`src/rtl/dmem_arbiter.sv`:
```
// Two-port arbiter/sequencer for a single-port 256 B big-endian data memory.
// Define ARB_ROUND_ROBIN_EN for round-robin tie-breaking; otherwise port 0 has fixed priority.
module dmem_arbiter #(
  parameter int ADDR_W    = 32,
  parameter int DATA_W    = 32,
  parameter int MEM_BYTES = 256
) (
  input  logic              clk,
  input  logic              rst_n,
  input  logic              p0_req,
  input  logic              p0_we,
  input  logic [ADDR_W-1:0] p0_addr,
  input  logic [DATA_W-1:0] p0_wdata,
  output logic              p0_gnt,
  output logic              p0_done,
  output logic [DATA_W-1:0] p0_rdata,
  output logic              p0_err,
  input  logic              p1_req,
  input  logic              p1_we,
  input  logic [ADDR_W-1:0] p1_addr,
  input  logic [DATA_W-1:0] p1_wdata,
  output logic              p1_gnt,
  output logic              p1_done,
  output logic [DATA_W-1:0] p1_rdata,
  output logic              p1_err,
  output logic              mem_read,
  output logic              mem_write,
  output logic [ADDR_W-1:0] mem_addr,
  output logic [DATA_W-1:0] mem_wdata,
  input  logic [DATA_W-1:0] mem_rdata
);

  typedef enum logic [1:0] {IDLE, ACCESS, RESP} state_t;

  localparam logic [ADDR_W-1:0] LAST_WORD = ADDR_W'(MEM_BYTES - 4);

  state_t              state_q, state_d;
  logic                win_q, win_d;
  logic                we_q, we_d;
  logic [ADDR_W-1:0]   addr_q, addr_d;
  logic [DATA_W-1:0]   wdata_q, wdata_d;
  logic                p0_done_q, p0_done_d, p1_done_q, p1_done_d;
  logic                p0_err_q, p0_err_d, p1_err_q, p1_err_d;
  logic [DATA_W-1:0]   p0_rdata_q, p0_rdata_d, p1_rdata_q, p1_rdata_d;
  logic                pick;
  logic                acc_err;
`ifdef ARB_ROUND_ROBIN_EN
  logic                rr_last_q, rr_last_d;
`endif

  // pick = 1 selects port 1
  always_comb begin
`ifdef ARB_ROUND_ROBIN_EN
    if (p0_req && p1_req) pick = ~rr_last_q;
    else                  pick = ~p0_req;
`else
    pick = ~p0_req;
`endif
  end

  assign acc_err = (addr_q[1:0] != 2'b00) | (addr_q > LAST_WORD);

  always_comb begin
    state_d    = state_q;
    win_d      = win_q;
    we_d       = we_q;
    addr_d     = addr_q;
    wdata_d    = wdata_q;
    p0_done_d  = 1'b0;
    p1_done_d  = 1'b0;
    p0_err_d   = p0_err_q;
    p1_err_d   = p1_err_q;
    p0_rdata_d = p0_rdata_q;
    p1_rdata_d = p1_rdata_q;
`ifdef ARB_ROUND_ROBIN_EN
    rr_last_d  = rr_last_q;
`endif
    case (state_q)
      IDLE: begin
        if (p0_req || p1_req) begin
          state_d = ACCESS;
          win_d   = pick;
          we_d    = pick ? p1_we    : p0_we;
          addr_d  = pick ? p1_addr  : p0_addr;
          wdata_d = pick ? p1_wdata : p0_wdata;
`ifdef ARB_ROUND_ROBIN_EN
          rr_last_d = pick;
`endif
        end
      end
      ACCESS: state_d = RESP;
      RESP: begin
        state_d = IDLE;
        // Writes leave rdata alone; errors force it to zero.
        if (win_q) begin
          p1_done_d = 1'b1;
          p1_err_d  = acc_err;
          if (acc_err)    p1_rdata_d = '0;
          else if (!we_q) p1_rdata_d = mem_rdata;
        end else begin
          p0_done_d = 1'b1;
          p0_err_d  = acc_err;
          if (acc_err)    p0_rdata_d = '0;
          else if (!we_q) p0_rdata_d = mem_rdata;
        end
      end
      default: state_d = IDLE;
    endcase
  end

  always_ff @(posedge clk or negedge rst_n) begin
    if (!rst_n) begin
      state_q    <= IDLE;
      win_q      <= 1'b0;
      we_q       <= 1'b0;
      addr_q     <= '0;
      wdata_q    <= '0;
      p0_done_q  <= 1'b0;
      p1_done_q  <= 1'b0;
      p0_err_q   <= 1'b0;
      p1_err_q   <= 1'b0;
      p0_rdata_q <= '0;
      p1_rdata_q <= '0;
`ifdef ARB_ROUND_ROBIN_EN
      rr_last_q  <= 1'b1;
`endif
    end else begin
      state_q    <= state_d;
      win_q      <= win_d;
      we_q       <= we_d;
      addr_q     <= addr_d;
      wdata_q    <= wdata_d;
      p0_done_q  <= p0_done_d;
      p1_done_q  <= p1_done_d;
      p0_err_q   <= p0_err_d;
      p1_err_q   <= p1_err_d;
      p0_rdata_q <= p0_rdata_d;
      p1_rdata_q <= p1_rdata_d;
`ifdef ARB_ROUND_ROBIN_EN
      rr_last_q  <= rr_last_d;
`endif
    end
  end

  // Strobes decode from state so an async reset drops them at once.
  assign p0_gnt    = (state_q == ACCESS) & ~win_q;
  assign p1_gnt    = (state_q == ACCESS) &  win_q;
  assign mem_read  = (state_q == ACCESS) & ~acc_err & ~we_q;
  assign mem_write = (state_q == ACCESS) & ~acc_err &  we_q;
  assign mem_addr  = addr_q;
  assign mem_wdata = wdata_q;
  assign p0_done   = p0_done_q;
  assign p1_done   = p1_done_q;
  assign p0_err    = p0_err_q;
  assign p1_err    = p1_err_q;
  assign p0_rdata  = p0_rdata_q;
  assign p1_rdata  = p1_rdata_q;

endmodule
```
`config.mk`:
```
export PLATFORM = sky130hd
export DESIGN_NAME = dmem_arbiter
export DESIGN_NICKNAME = d
export VERILOG_FILES = /design/src/rtl/dmem_arbiter.sv
export SDC_FILE = /design/constraint.sdc
export NUM_CORES = 1
export LEC_CHECK = 0
export CELL_PAD_IN_SITES_DETAIL_PLACEMENT = 0
export CELL_PAD_IN_SITES_GLOBAL_PLACEMENT = 2
export CORE_MARGIN = 2
export CORE_UTILIZATION = 24
export CTS_CLUSTER_DIAMETER = 120
export DETAILED_ROUTE_END_ITERATION = 12
export PLACE_DENSITY = 0.83
export SETUP_SLACK_MARGIN = 0.05
export SYNTH_ARGS = -nofsm -noshare
export SYNTH_HDL_FRONTEND = slang
export SYNTH_SLANG_ARGS = --single-unit
```
`constraint.sdc`:
```
create_clock -name clk -period 1.9 [get_ports clk]
set_input_delay 0.38 -clock clk [delete_from_list [all_inputs] [get_ports clk]]
set_output_delay 0.38 -clock clk [all_outputs]
set_load 0.02 [all_outputs]
```
==> out/results.ini <==
[routing]
dr.pass1.iters = 5
vias_per_cell = 4.35
ant_nets = 0
drc = 0
wl_per_cell_um = 16.9
vias = 5090
finalWirelength_um = 19800
drt_iter0_markers = 299

[synthesis]
post_synth_num_cell_types = 24
synth.largest_area_cell = dfrtp_1
syn_inst = 499
yosys_warnings = 0
syn_area_per_cell_um2 = 11.8
synth_area_leaders = dfrtp_1 58%, mux2i_1 11%, a22o_1 9.5%
syn_area_um2 = 5900
ys_seq_area_frac = 0.577
synth_top_area_frac = 0.577
syn_nets = 665
synth_seq_cells = 136

[global_routing]
grt_max_degree = 84
grt_usage = 0.150
antenna_found_initial = 0
grt_pass1_vias = 5340
grt_pass1_wl_um = 30200
gr-total-overflow = 0

[critical_path]
cp_max_fo = 2
crit_type = flop to primary output
crit_path_end_kind = primary output
start_kind = flop
crit_arrival_ns = 1.90
critPathRequiredTime_ns = 1.52

[finish]
multiInputGateArea_um2 = 2300
final_cell_mix = 266 x clkdlybuf4s50_1, 135 x dfrtp_1, 72 x nor2_1
nets = 1000
finalInstanceArea_um2 = 10400
fillers = 2362
final_common_cell = clkdlybuf4s50_1
area_growth_pct = 75.5
final-seq-area_um2 = 3400
layout-drive-gt1-share = 0.125
diodes = 0

[clocking]
cts_tree = yes
clk_pin_slew_worst_paths_ns = 0.06
cts_max_level = 4
clockBufferDepth = 2
cts_root_buffer = clkbuf_16
clock_latency_ns = 0.41
cts_buffers = 17
clock_sinks = 136

[sta]
min_period_over_period = 1.20
rsz0062_at_grt = yes
worst_pin_slew_ns = 0.359
slew_violations = 0
skew_ns = 0.0145
slew_headroom = 0.759
setup_violations = 2
fmax_ghz = 0.438
fin_ws_ns = -0.385
final_hold_viol_count = 0
period_minus_slack_ns = 2.28
holdWs_ns = 0.423

[place]
placed_area_um2 = 9600
portBuffers = 301
dp_worst_setup_slack_ns = -0.438
gp_congestion = 0.730
dp_hpwl_um = 14000

[power]
p_per_area_nw_per_um2 = 1260
leakage_nw = 4.51
vdd_ir_drop_max_v = 0.000638

[die]
placementRows = 57
dieHeight_um = 161
start_util = 0.243
num_io_pins = 302
die_area_um2 = 25900
die_width_um = 161
core_area_um2 = 24200

[min_path]
hp-class = primary input to async pin

[status]
outcome = finished with violations
violations = negative setup slack

[job]
maxCapViolCount = 0

-- flip-flops by register name (all words and copies together) (netlist names) --
register,count
state_q,2
p1_rdata,32
p0_rdata,32
mem_wdata,32
p1_done,1
win_q,1
p0_done,1
we_q,1
p0_err,1
p1_err,1
mem_addr,32
-- stage by stage --
stage	total power [W]	instances	utilization	setup TNS, ns
6_report	0.0130	1170	0.427	-0.769
5_1_grt	0.0138	1170	0.427	-1.29
2_1_floorplan	0.00675	499	-	-0.105
3_3_place_gp	0.00975	1131	0.396	-0.813
4_1_cts	0.0132	1163	0.421	-0.876
3_5_place_dp	0.00979	1131	0.396	-0.874
-- worst paths after layout --
| kind | start | to | slack, ns | cells after the start |
|---|---|---|---|---|
| max in group asynchronous | rst_n | state_q[0] | 0.86 | 3 |
| min | rst_n | p0_rdata[27] | 0.42 | 2 |
| max reg2reg | mem_addr[29] | p0_rdata[10] | 0.03 | 7 |
| min in group clk | p0_req | mem_wdata[11] | 0.47 | 3 |
| max | mem_addr[29] | mem_read | -0.38 | 5 |
| min reg2reg | p1_rdata[9] | p1_rdata[9] | 0.50 | 1 |
-- worst max-delay path: stages (launching register included) --
cell and delay (ns):
dfrtp_1 0.41, nor4_4 0.39, nand4_4 0.13, nand4b_1 0.27, nor3_2 0.15, buf_4 0.16
-- cell type report --
type	count	area share
repair buffers	354	0.349
inverters	2	0.000725
multi-input cells	323	0.222
clock buffers	17	0.0411
clock inverters	14	0.0192
flip-flops and latches	136	0.329
well taps	324	0.0392
-- Yosys cell counts, drive strengths merged --
cell type  number
dfrtp         136
nor2           72
a21oi          67
mux2i          65
a22o           64
nor2b          32
buf            27
clkbuf         11
nor4            6
nor3            4
nand2           3
inv             2
nand4           2
o21ai           2
and2            1
and3b           1
nand2b          1
nand4b          1
nor3b           1
o21a            1
-- where the power goes --
part / switching (W) / internal [W] / leakage (nW)
logic: 0.00291 / 0.00240 / 2.51
registers: 0.000524 / 0.00365 / 1.69
clock network: 0.00132 / 0.00220 / 0.304
total: 0.00476 / 0.00825 / 4.51
-- what timing repair did --
item / in CTS / in global routing
endpoints found under the setup margin: 31 / 48
gates cloned: 0 / 4
buffers inserted: 0 / 3
gates resized for setup: 42 / 6
hold buffers: 1 / 0
pin swaps: 1 / 3
hold endpoints to repair: 32 / 0
-- metal layers --
metal,vias to the layer above,routed length [um],track usage
met1,2401,8590,0.188
met5,-,0,0
met3,22,1440,0.0465
met2,212,9390,0.246
met4,0,369,0.0524
li1,2455,-,-
-- kinds of logic (layout without fill, tap and decap cells) --
family                 Yosys count  after routing  synth area share
and+or+nand+nor                124            124             0.119
AOI/OAI and AO/OA              134            134             0.156
muxes                           65             65             0.110
DFF                            136            136             0.577
buffers and inverters           40            387            0.0375
No activity file was read; power rests on OpenSTA's default activity.
